File: src/rtl/note_scroller.sv
// Two-lane chart sequencer: streams 32-bit note words from the chart ROM and
// advances a shared scroll index once per beat, with a one-word prefetch buffer.
module note_scroller #(
  parameter int SONG_WORDS = 16,
  parameter int BEAT_DIV   = 1000000,
  parameter int ADDR_W     = 4
) (
  input  logic              clk,
  input  logic              nrst,
  input  logic [2:0]        mode,
  output logic              rom_rd,
  output logic [ADDR_W-1:0] rom_addr,
  input  logic              rom_valid,
  input  logic [31:0]       rom_data1,
  input  logic [31:0]       rom_data2,
  output logic [31:0]       next_note1,
  output logic [31:0]       next_note2,
  output logic [4:0]        next_idx1,
  output logic [4:0]        next_idx2,
  output logic              song_done,
  output logic              underrun
);

  localparam int CNT_W = (BEAT_DIV > 2) ? $clog2(BEAT_DIV) : 1;
  localparam int PTR_W = ADDR_W + 1;
  localparam logic [CNT_W-1:0] CNT_LAST  = CNT_W'(BEAT_DIV - 1);
  localparam logic [CNT_W-1:0] CNT_ONE   = CNT_W'(1);
  localparam logic [PTR_W-1:0] PTR_ONE   = PTR_W'(1);
  localparam logic [PTR_W-1:0] WORD_LAST = PTR_W'(SONG_WORDS - 1);
  localparam logic [PTR_W-1:0] WORD_END  = PTR_W'(SONG_WORDS);
  localparam logic [2:0]       MODE_PLAY = 3'd2;

  typedef enum logic [1:0] {IDLE, LOAD0, PLAY, DONE} state_t;

  state_t            state_q;
  logic [31:0]       note1_q, note2_q;
  logic [31:0]       pf1_q, pf2_q;
  logic [4:0]        idx_q;
  logic [PTR_W-1:0]  word_ptr_q, fetch_ptr_q;
  logic              pf_valid_q;
  logic              pend_q;
  logic              rd_q;
  logic [ADDR_W-1:0] addr_q;
  logic              done_q, unr_q;
  logic [CNT_W-1:0]  cnt_q, cnt_d;

  logic play, tick, boundary, fetch_go, pf_load;

  always_comb begin
    play     = (mode == MODE_PLAY);
    tick     = (cnt_q == CNT_LAST);
    cnt_d    = tick ? '0 : cnt_q + CNT_ONE;
    boundary = (idx_q == 5'd31);
    // pend_q guarantees at most one request in flight; a stray rom_valid is dropped
    fetch_go = !pf_valid_q && !pend_q && (fetch_ptr_q < WORD_END);
    pf_load  = play && (state_q == PLAY) && rom_valid && pend_q;
  end

  always_ff @(posedge clk or negedge nrst) begin
    if (!nrst) begin
      state_q     <= IDLE;
      note1_q     <= '0;
      note2_q     <= '0;
      idx_q       <= '0;
      word_ptr_q  <= '0;
      fetch_ptr_q <= '0;
      pf_valid_q  <= 1'b0;
      pend_q      <= 1'b0;
      rd_q        <= 1'b0;
      addr_q      <= '0;
      done_q      <= 1'b0;
      unr_q       <= 1'b0;
      cnt_q       <= '0;
    end else if (!play) begin
      state_q     <= IDLE;
      note1_q     <= '0;
      note2_q     <= '0;
      idx_q       <= '0;
      word_ptr_q  <= '0;
      fetch_ptr_q <= '0;
      pf_valid_q  <= 1'b0;
      pend_q      <= 1'b0;
      rd_q        <= 1'b0;
      addr_q      <= '0;
      done_q      <= 1'b0;
      unr_q       <= 1'b0;
      cnt_q       <= '0;
    end else begin
      rd_q <= 1'b0;
      case (state_q)
        IDLE: begin
          state_q <= LOAD0;
          rd_q    <= 1'b1;
          addr_q  <= '0;
          pend_q  <= 1'b1;
        end
        LOAD0: begin
          if (rom_valid && pend_q) begin
            note1_q     <= rom_data1;
            note2_q     <= rom_data2;
            idx_q       <= '0;
            word_ptr_q  <= '0;
            fetch_ptr_q <= PTR_ONE;
            cnt_q       <= '0;
            pend_q      <= 1'b0;
            state_q     <= PLAY;
          end
        end
        PLAY: begin
          cnt_q <= cnt_d;
          if (fetch_go) begin
            rd_q   <= 1'b1;
            addr_q <= fetch_ptr_q[ADDR_W-1:0];
            pend_q <= 1'b1;
          end
          if (pf_load) begin
            pf_valid_q  <= 1'b1;
            fetch_ptr_q <= fetch_ptr_q + PTR_ONE;
            pend_q      <= 1'b0;
          end
          // The tick looks at the old pf_valid_q, so a word arriving on a stalled
          // boundary tick is only consumed on the following tick.
          if (tick) begin
            if (!boundary) begin
              idx_q <= idx_q + 5'd1;
            end else if (word_ptr_q == WORD_LAST) begin
              state_q <= DONE;
              note1_q <= '0;
              note2_q <= '0;
              idx_q   <= '0;
              done_q  <= 1'b1;
            end else if (pf_valid_q) begin
              note1_q    <= pf1_q;
              note2_q    <= pf2_q;
              idx_q      <= '0;
              word_ptr_q <= word_ptr_q + PTR_ONE;
              pf_valid_q <= 1'b0;
            end else begin
              unr_q <= 1'b1;
            end
          end
        end
        DONE: begin
          note1_q <= '0;
          note2_q <= '0;
          idx_q   <= '0;
          done_q  <= 1'b1;
        end
        default: state_q <= IDLE;
      endcase
    end
  end

  always_ff @(posedge clk) begin
    if (pf_load) begin
      pf1_q <= rom_data1;
      pf2_q <= rom_data2;
    end
  end

  assign rom_rd     = rd_q;
  assign rom_addr   = addr_q;
  assign next_note1 = note1_q;
  assign next_note2 = note2_q;
  assign next_idx1  = idx_q;
  assign next_idx2  = idx_q;
  assign song_done  = done_q;
  assign underrun   = unr_q;

endmodule

File: config.mk
export PLATFORM = sky130hd
export DESIGN_NAME = note_scroller
export DESIGN_NICKNAME = d
export VERILOG_FILES = /design/src/rtl/note_scroller.sv
export SDC_FILE = /design/constraint.sdc
export NUM_CORES = 1
export LEC_CHECK = 0
export BUFFER_PORTS_ARGS = -buffer_cell sky130_fd_sc_hd__buf_2
export CORE_MARGIN = 2
export CORE_UTILIZATION = 45
export DETAILED_ROUTE_END_ITERATION = 16
export GPL_TIMING_DRIVEN = 0
export PLACE_DENSITY = 0.67
export SYNTH_ARGS = -nofsm -noshare
export SYNTH_HDL_FRONTEND = slang
export SYNTH_SLANG_ARGS = --single-unit
File: constraint.sdc
create_clock -name clk -period 5.1 [get_ports clk]
set_input_delay 1.02 -clock clk [delete_from_list [all_inputs] [get_ports clk]]
set_output_delay 1.02 -clock clk [all_outputs]
set_load 0.1 [all_outputs]
==> results.md, run 1 <==
- RSZ-0062 raised after global routing: false
- FF+latch count, synth: 174
- Final GP Congestion: 0.834
- Drt drc: 0
- Met1 WL: approximately 8000 µm
- GRT Total Usage: 0.197
- Max Cap Viol: 0
- # nets final: 838
- Area Overhead vs Synth: 21.7%
- Met2 wire len: 8770 µm
- Syn nets: about 670
- Global-route wire length before repair: 28900 µm
- Via density: 5.60
- Hold Violations, Final: 0
- First-pass DRT Iterations: 4
- Vias in the first global route: 5635
- Fmax: 341 MHz
- Top routing layer in use: met4
- Slew Limit Headroom: 0.380
- Post-synthesis sequential area ratio: 0.593
- Top FF cell, synth: dfrtp_1
- Slew Limit Fails: 0
- WS Path Type: input pin to flop
- Delay-heaviest family, CP: simple AND/OR/NAND/NOR gates
- Detailed Route WL: 18100 µm
- Worst-path clk slew: 70 ps
- Number of buffers created by CTS: 17
- Final Instance Area: 9600 µm²
- Initial drt markers: 316
- WL/cell: 18.2 µm
- Leakage: 4.37 nW
- Syn_area_per_cell: 13.5 µm²
- Initial Utilization: 0.458
- Yosys warning count: 0
- Worst path max stage delay: 700 ps
- Worst setup EP type: flop
- Post-CTS Setup Bufs: 0
- Fill count: ~1400
- Status: complete, no violations
- CP Data Arrival Time: 3290 ps
- Synth Cell Area: 7890 µm²
- Least-Margin Pin Slew: 925 ps
- Via count: approximately 5600
- Clock period minus final worst setup slack: 2940 ps
- Largest net degree at the start of global routing: between 60 and 70
- Critical path peak fanout: 10
- CP startpoint kind: input pin
- Cell Chain, Critical Path: buf_2 -> or3b_2 -> buf_4 -> nor3_2 -> clkbuf_1 -> a22o_1 -> mux2_4
- Number of synthesized flops with an enable pin: 64
- Synth unique cells: between 50 and 60
- CTS sink cnt: about 170
- Hold buffers post-CTS: 0
- Hold WC Path Type: flop to flop
- WP buf/inv: 3
- Post_cts resized: 0
- Worst-case clock buffer depth: 2
- Met3 WL post-DR: 1020 µm
- Share of synthesized registers carrying an async set or reset: 0.632
- Setup TNS: 0 ps
- Final ANT Viol Nets: 0
- Core area: approximately 17000 µm²
- Diode count: 0
- Chip height: 136 µm
- Final period util: 0.576
- CTS tree: done
- Std cell rows: 48
- Layout cell share with drive strength beyond 1: 0.355
- HPWL after DPL: 12700 µm
- Htree depth: 4
- Top area cells in the synthesized netlist: dfrtp_1 35%, edfxtp_1 24%, mux2_4 11%
- Root Driver: clkbuf_16
- Area leader, netlist: dfrtp_1
- Ports: 151
- VDD IR-drop max: 0.000214 V
- Initial antenna violation count: 0
- # setup viols final: 0
- IO buf count: 150
- Die X: 136 µm
- Final worst clock skew: 9.66 ps
- Total grt overflow: 0
- Crit-path slowest cell: nor3_2
- R2R setup slack: between 2000 and 2500 ps
- Area after DPL: 9010 µm²
- Worst-Skew Late Latency: 420 ps
- Total die area: 18600 µm²
- Critical Path RT: 5450 ps
- Power Density: about 320 nW/µm²
- Share of the synthesized area in the top cell type: 0.349
- Synthesized instance count: about 590
cells in the final DEF (no fill, tap or decap), drive strengths merged, types with 3 or more instances in the layout:
cell type,instances
nand4,11
nand3,16
inv,13
a41oi,3
nand2,32
clkinvlp,6
mux2,66
edfxtp,64
buf,169
a31oi,7
ha,11
dfrtp,110
and3,11
o21ai,32
o22ai,3
o31ai,4
nor3,9
o211ai,3
or3,4
a21oi,24
clkbuf,39
a22o,67
nor2,28
mux2i,6
or4,3
kinds of logic (layout without fill, tap and decap cells):
family,Yosys count,count (layout),synth area share
compound gates,154,154,0.142
fa+ha+maj,11,11,0.0174
buf+inv,46,231,0.0338
mux,72,72,0.130
flops,174,174,0.593
simple gates,128,128,0.0842
per-stage QoR:
step | std cells | utilization | hold WS (ps) | worst slack (ps) | power (mW)
6_report | 995 | 0.557 | 503 | 2160 | 3.06
5_1_grt | 995 | 0.557 | 520 | 1930 | 3.16
4_1_cts | 995 | 0.557 | 499 | 2110 | 3.08
3_5_place_dp | 963 | 0.523 | 489 | 1680 | 1.80
3_3_place_gp | 960 | 0.518 | 461 | -1710 | 1.79
2_1_floorplan | 585 | - | 445 | 163 | 1.71
path summary, 6_finish.rpt:
| path | startpoint | end | cells past startpoint |
|---|---|---|---|
| max | mode[0] | next_note1[25] | 7 |
| min | word_ptr_q[4] | word_ptr_q[4] | 1 |
| max reg2reg | state_q[0] | next_note1[19] | 7 |
| min reg2reg | word_ptr_q[4] | word_ptr_q[4] | 1 |
| max in group asynchronous | nrst | cnt_q[7] | 2 |
| min in group asynchronous | nrst | next_note1[8] | 1 |
Yosys cell counts (2+ instances only):
cell,instances
nor3_1,8
o21ai_0,32
mux2_4,60
o22ai_1,3
edfxtp_1,64
dfrtp_1,110
o211ai_1,2
and4_1,2
a21oi_1,24
a211oi_1,2
and3_1,10
nand4_1,11
ha_1,11
buf_4,6
a31oi_1,7
inv_1,11
a41oi_1,3
buf_2,3
or4_1,3
nor2_1,28
a22o_1,67
nor4_1,2
or3_1,4
buf_8,6
o311a_1,2
mux2i_1,6
o31ai_1,4
mux2_2,6
nand2_1,32
clkbuf_1,19
nand3_1,16
registers in the layout, indices dropped and copies added, names as in the netlist:
| name | flops |
|---|---|
| next_idx1 | 5 |
| state_q | 2 |
| pf2_q | 32 |
| fetch_ptr_q | 5 |
| rom_rd | 1 |
| cnt_q | 20 |
| song_done | 1 |
| word_ptr_q | 5 |
| next_note2 | 32 |
| pf_valid_q | 1 |
| rom_addr | 4 |
| pf1_q | 32 |
| pend_q | 1 |
| underrun | 1 |
| next_note1 | 32 |
power by group:
part,internal [mW],switching (mW)
Combinational,0.0832,0.212
Clock,0.750,0.534
Sequential,1.47,0.0109
Total,2.30,0.757
layout make-up:
cell class	instances	area, µm²	share of cell area
Tap cell	225	282	0.0293
Clock inverter	12	135	0.0141
Clock buffer	20	457	0.0476
Buffer	35	225	0.0235
Inverter	11	41.3	0.00430
Sequential cell	174	4670	0.487
Multi-Input combinational cell	365	2960	0.308
Timing Repair Buffer	153	832	0.0867
layer usage:
metal  vias up  GRT usage
met5         -          0
met4         0     0.0584
met3        20     0.0328
met2       162      0.326
met1      2813      0.267
li1       2581          -
No activity file was read; power rests on OpenSTA's default activity.
==> run 2, diff against run 1 <==
Settings changed: ABC_AREA set to 1, PLACE_DENSITY 0.67 to 0.7.
Clock period 5.1 ns to 2.6 ns, I/O delays scaled along.
==> results.md, run 2 <==
- Area leader, netlist: dfrtp_1
- Area Overhead vs Synth: 21.5%
- WS Path Type: flop to flop
- Max Cap Viol: 0
- Root Driver: clkbuf_16
- Syn_area_per_cell: 10.6 µm²
- Slew Limit Fails: 0
- Net Switching: 1.65 mW
- Fill count: about 1500
- Cell Chain, Critical Path: inv_1 -> ha_1 -> buf_4 -> nand2_1 -> nor2_4 -> buf_12 -> buf_12
- Fmax: 437 MHz
- Synth cell count leaders: 177 x nand2_1, 110 x dfrtp_1, 69 x nor2_1
- Share of synthesized registers carrying an async set or reset: 0.632
- Std cell rows: 48
- Final Worst Setup Slack: 311 ps
- Worst-Skew Late Latency: 430 ps
- Crit-path slowest cell: dfrtp_1
- Hold WC Path Type: input pin to flop
- Yosys warning count: 0
- Top area cells in the synthesized netlist: dfrtp_1 35%, edfxtp_1 24%, nand2_1 8.4%
- Clock period minus final worst setup slack: between 2000 and 2500 ps
- Initial drt markers: 417
- HPWL after DPL: 13000 µm
- Most common cell in the netlist: nand2_1
- Critical Path RT: 2730 ps
- Ports: 151
- Top FF cell, synth: dfrtp_1
- Commonest cells after routing, fill and taps aside: 177 x nand2_1, 165 x buf_2, 108 x dfrtp_1, 68 x nor2_1
- Chip height: 137 µm
- CP startpoint kind: flop
- Vias in the first global route: 5928
- Least-Margin Pin Slew: about 530 ps
- GR peak layer: met2
- Logic gate share of total power: 0.104
- Cell Int Power: 4.37 mW
- Number of buffers created by CTS: 17
- Detailed Route WL: 18500 µm
- CTS sink cnt: 174
- Total grt overflow: 0
- Slew Limit Headroom: 0.646
- Final ANT Viol Nets: 0
- # nets final: around 1000
- Worst setup EP type: flop
- Switching portion of total power: 0.274
- Layout cell share with drive strength beyond 1: 0.324
- Met1 GRT Util: 0.271
- Met2 Use GR: 0.325
- Initial Utilization: 0.460
- Met3 Usage GRT: 0.0463
- Pre-CTS WS: 79.2 ps
- Seq pwr share: 0.483
- Worst path most repeated cell: buf_12
- Most common cell after layout, fill and taps aside: nand2_1
- Hold Violations, Final: 0
- Final Instance Area: 9630 µm²
- Syn nets: 830
- Final worst clock skew: 10.6 ps
- Total die area: roughly 19000 µm²
- Critical path peak fanout: 28
- Largest net degree at the start of global routing: 80
- FF+latch count, synth: 174
- Drt drc: 0
- Core area: around 17000 µm²
- Status: complete, no violations
- Via count: 6052
- Multi-input logic area: 2820 µm²
- Final period util: 0.880
- CP Data Arrival Time: 2420 ps
- First-pass DRT Iterations: 4
- Fin util: 0.558
- Worst-path clk slew: 70 ps
- # setup viols final: 0
- Power Density: around 620 nW/µm²
- Via density: 5.20
- Leakage: 4.37 nW
- RSZ-0062 raised after global routing: false
- Area after DPL: 9040 µm²
- GRT Total Usage: 0.203
- Die X: between 100 and 150 µm
- Worst-case clock buffer depth: 2
- Synth unique cells: 34
- WL/cell: 15.9 µm
- Hold WS: 279 ps
- CTS tree: done
- VDD IR-drop max: ~0.00047 V
- Global-route wire length before repair: around 29000 µm
- Htree depth: 4
- Synthesized instance count: 749
- Worst path max stage delay: about 420 ps
- Clock power frac: 0.413
- Initial antenna violation count: 4
- Final GP Congestion: 0.923
- Post-synthesis sequential area ratio: 0.590
- Synth Cell Area: 7920 µm²
- Number of synthesized flops with an enable pin: 64
- Share of the synthesized area in the top cell type: 0.347
- Storage cell area: about 4700 µm²
- IO buf count: 150
==> run 2: layout make-up <==
type / count / share of cell area
Buffer: 40 / 0.0313
Clock inverter: 14 / 0.0139
Antenna cell: 3 / 0.000780
Timing Repair Buffer: 154 / 0.0867
Sequential cell: 174 / 0.486
Clock buffer: 18 / 0.0446
Multi-Input combinational cell: 497 / 0.293
Tap cell: 225 / 0.0292
Inverter: 38 / 0.0148
==> run 2: logic make-up after synthesis <==
logic type,share of synthesized area
AOI/OAI and AO/OA,0.149
xor gates and xnor gates,0.0133
adders and majority gates,0.0174
buffers and inverters,0.0561
DFF,0.590
and+or+nand+nor,0.174
==> run 2: worst paths after layout <==
| check | from | endpoint | slack, ps | depth (start not counted) |
|---|---|---|---|---|
| hold / removal | rom_data1[0] | pf1_q[0] | 280 | 1 |
| setup reg to reg | state_q[0] | pf1_q[22] | 310 | 7 |
| max in group asynchronous | nrst | next_note2[18] | 1360 | 3 |
| setup / recovery | state_q[0] | pf1_q[22] | 310 | 7 |
| min in group asynchronous | nrst | fetch_ptr_q[2] | 540 | 2 |
| hold reg to reg | word_ptr_q[4] | word_ptr_q[4] | 470 | 2 |
==> run 2: per-stage QoR <==
stage / setup TNS, ps / cells / power [mW]
floorplan: 0 / 749 / 3.39
global placement: -83930 / 1124 / 3.58
detailed placement: 0 / 1127 / 3.59
CTS: 0 / 1160 / 6.06
global route: 0 / 1162 / 6.21
finish: 0 / 1163 / 6.02
==> run 2: critical path: cells and delay by family, from the launching register on <==
kind / cells / cell delay, ps
buffers and inverters: 4 / 750
and+or+nand+nor: 2 / 620
DFF: 1 / 420
adders and majority gates: 1 / 150
==> run 2: power groups by stage <==
stage / clock, mW / sequential, mW / combinational, mW
floorplan: 0 / 3.22 / 0.172
global placement: 0 / 2.96 / 0.616
detailed placement: 0 / 2.96 / 0.630
CTS: 2.52 / 2.91 / 0.632
global route: 2.63 / 2.91 / 0.667
finish: 2.48 / 2.91 / 0.626
==> run 2: what timing repair did <==
| item | CTS | global route |
|---|---|---|
| hold buffers | 1 | 0 |
| endpoints found under the setup margin | 0 | 5 |
| gates resized for setup | 0 | 1 |
| hold endpoints to repair | 31 | 0 |
| setup buffers | 0 | 0 |
==> run 2: metal layers <==
metal,vias up,share of wire
met4,2,0.024
met3,29,0.051
met1,2901,0.45
met5,-,0.00054
met2,169,0.48
li1,2951,-
==> run 3, diff against run 2 <==
Settings changed: CELL_PAD_IN_SITES_DETAIL_PLACEMENT set to 1, CELL_PAD_IN_SITES_GLOBAL_PLACEMENT set to 1, CORE_UTILIZATION 45 to 39, PLACE_DENSITY 0.7 to unset, PLACE_DENSITY_LB_ADDON set to 0.1.
==> results.md, run 3 (same netlist as run 2, synthesis figures left out) <==
- Fill count: ~2300
- CP startpoint kind: flop
- Htree depth: 4
- WL/cell: 18.4 µm
- Root Driver: clkbuf_16
- R2R setup slack: 130 ps
- Initial Utilization: 0.394
- WS Path Type: flop to flop
- Final ANT Viol Nets: 0
- Initial antenna violation count: 0
- Final Worst Setup Slack: 129 ps
- Final period util: 0.950
- Final Instance Area: 9760 µm²
- CP startpoint: state_q[0]
- Total grt overflow: 0
- Drt drc: 0
- Fin util: 0.486
- Fmax: 405 MHz
- Critical path peak fanout: 21
- Worst-Skew Late Latency: 430 ps
- Setup crit end: pf1_q[28]
- Layout cell share with drive strength beyond 1: 0.327
- # nets final: 1003
- Std cell rows: 52
- Chip height: 147 µm
- Hold buffers post-CTS: 0
- Detailed Route WL: 22200 µm
- Power Density: 650 nW/µm²
- Setup TNS: 0 ps
- RSZ-0062 raised after global routing: false
- GRT Total Usage: 0.215
- CTS sink cnt: 174
- Hold WC Path Type: input pin to asynchronous set/reset pin
- Via density: 5.18
- CP Data Arrival Time: 2600 ps
- Die X: around 150 µm
- Leakage: 4.40 nW
- VDD IR-drop max: 0.000465 V
- Worst-case clock buffer depth: 2
- Final worst clock skew: 11.2 ps
- Max Cap Viol: 0
- Critical Path RT: 2730 ps
- Pre-CTS WS: -212 ps
- Ports: about 150
- Largest net degree at the start of global routing: 61
- Slew Limit Headroom: 0.511
- Crit Reg-Reg Endpoint: pf1_q[28]
- Number of buffers created by CTS: 17
- Hold Violations, Final: 0
- Storage cell area: 4680 µm²
- Multi-input logic area: 2820 µm²
- First-pass DRT Iterations: 4
- Reg-to-Reg Start: state_q[0]
- Worst-path clk slew: 70 ps
- Status: complete, no violations
- Slew Limit Fails: 0
- Reg2reg path depth: 7
- Clock period minus final worst setup slack: between 2000 and 2500 ps
- Worst path max stage delay: 530 ps
- IO buf count: 150
- # setup viols final: 0
- Least-Margin Pin Slew: 733 ps
- Global-route wire length before repair: 36500 µm
- Worst setup EP type: flop
- CTS tree: done
- Via count: between 6000 and 7000
- HPWL after DPL: 16200 µm
- Initial drt markers: 255
- Commonest cells after routing, fill and taps aside: 177 x nand2_1, 165 x buf_2, 108 x dfrtp_1, 68 x nor2_1
- Total die area: between 20000 and 25000 µm²
- Area after DPL: 9100 µm²
- Area Overhead vs Synth: 23.2%
- Most common cell after layout, fill and taps aside: nand2_1
- Cell Chain, Critical Path: inv_1 -> ha_1 -> buf_4 -> nand2_1 -> nor2_4 -> buf_12 -> buf_16
- Crit-path slowest cell: nor2_4
- Core area: 20100 µm²
- Vias in the first global route: between 6000 and 7000
- Final GP Congestion: 0.834
==> run 3: power by group <==
group	switching [mW]	internal, mW	leakage, nW
clock	1.14	1.66	0.309
combinational	0.494	0.140	2.00
sequential	0.0243	2.88	2.09
==> run 3: layout make-up <==
class	instances	area share
timing repair buffer	153	0.0852
clock inverter	13	0.0206
antenna	2	0.000513
clock buffer	19	0.0454
buffer	40	0.0309
inverter	38	0.0146
multi-input combinational	498	0.289
sequential	174	0.479
tap	270	0.0346
==> run 3: what timing repair did <==
action,CTS,global route
gates resized for setup,0,1
cloned,1,0
setup endpoints to repair,14,5
setup buffers,0,0
pin swaps,1,0
==> run 3: stage by stage <==
stage,instances,power (mW),hold WS (ps)
floorplan,749,3.39,224
global placement,1169,3.58,457
detailed placement,1172,3.60,464
CTS,1205,6.42,47.1
global route,1205,6.57,59.7
finish,1207,6.34,41.9
==> run 3: worst min path at each step <==
stage / from / endpoint / slack (ps) / cells past startpoint
2_1_floorplan: nrst / cnt_q[0] / 220 / 0
3_3_place_gp: word_ptr_q[4] / word_ptr_q[4] / 460 / 2
3_5_place_dp: next_note2[4] / next_note2[4] / 460 / 2
4_1_cts: nrst / next_note1[23] / 50 / 1
5_1_grt: nrst / next_note1[23] / 60 / 1
6_report: nrst / next_note1[23] / 40 / 1
==> run 3: routing by layer <==
metal  GRT usage  share of wire  wire (µm)  up-vias
li1            -              -          -     2952
met1       0.283           0.45       9940     3157
met2       0.365           0.50      11100      122
met3      0.0413          0.037        812       25
met4      0.0592          0.015        330        0
met5           0              0          0        -
==> run 3: critical path, delay by kind of cell (launching register included) <==
kind	cells	cell delay [ps]
fa+ha+maj	1	150
buf+inv	4	730
flops	1	420
simple gates	2	850
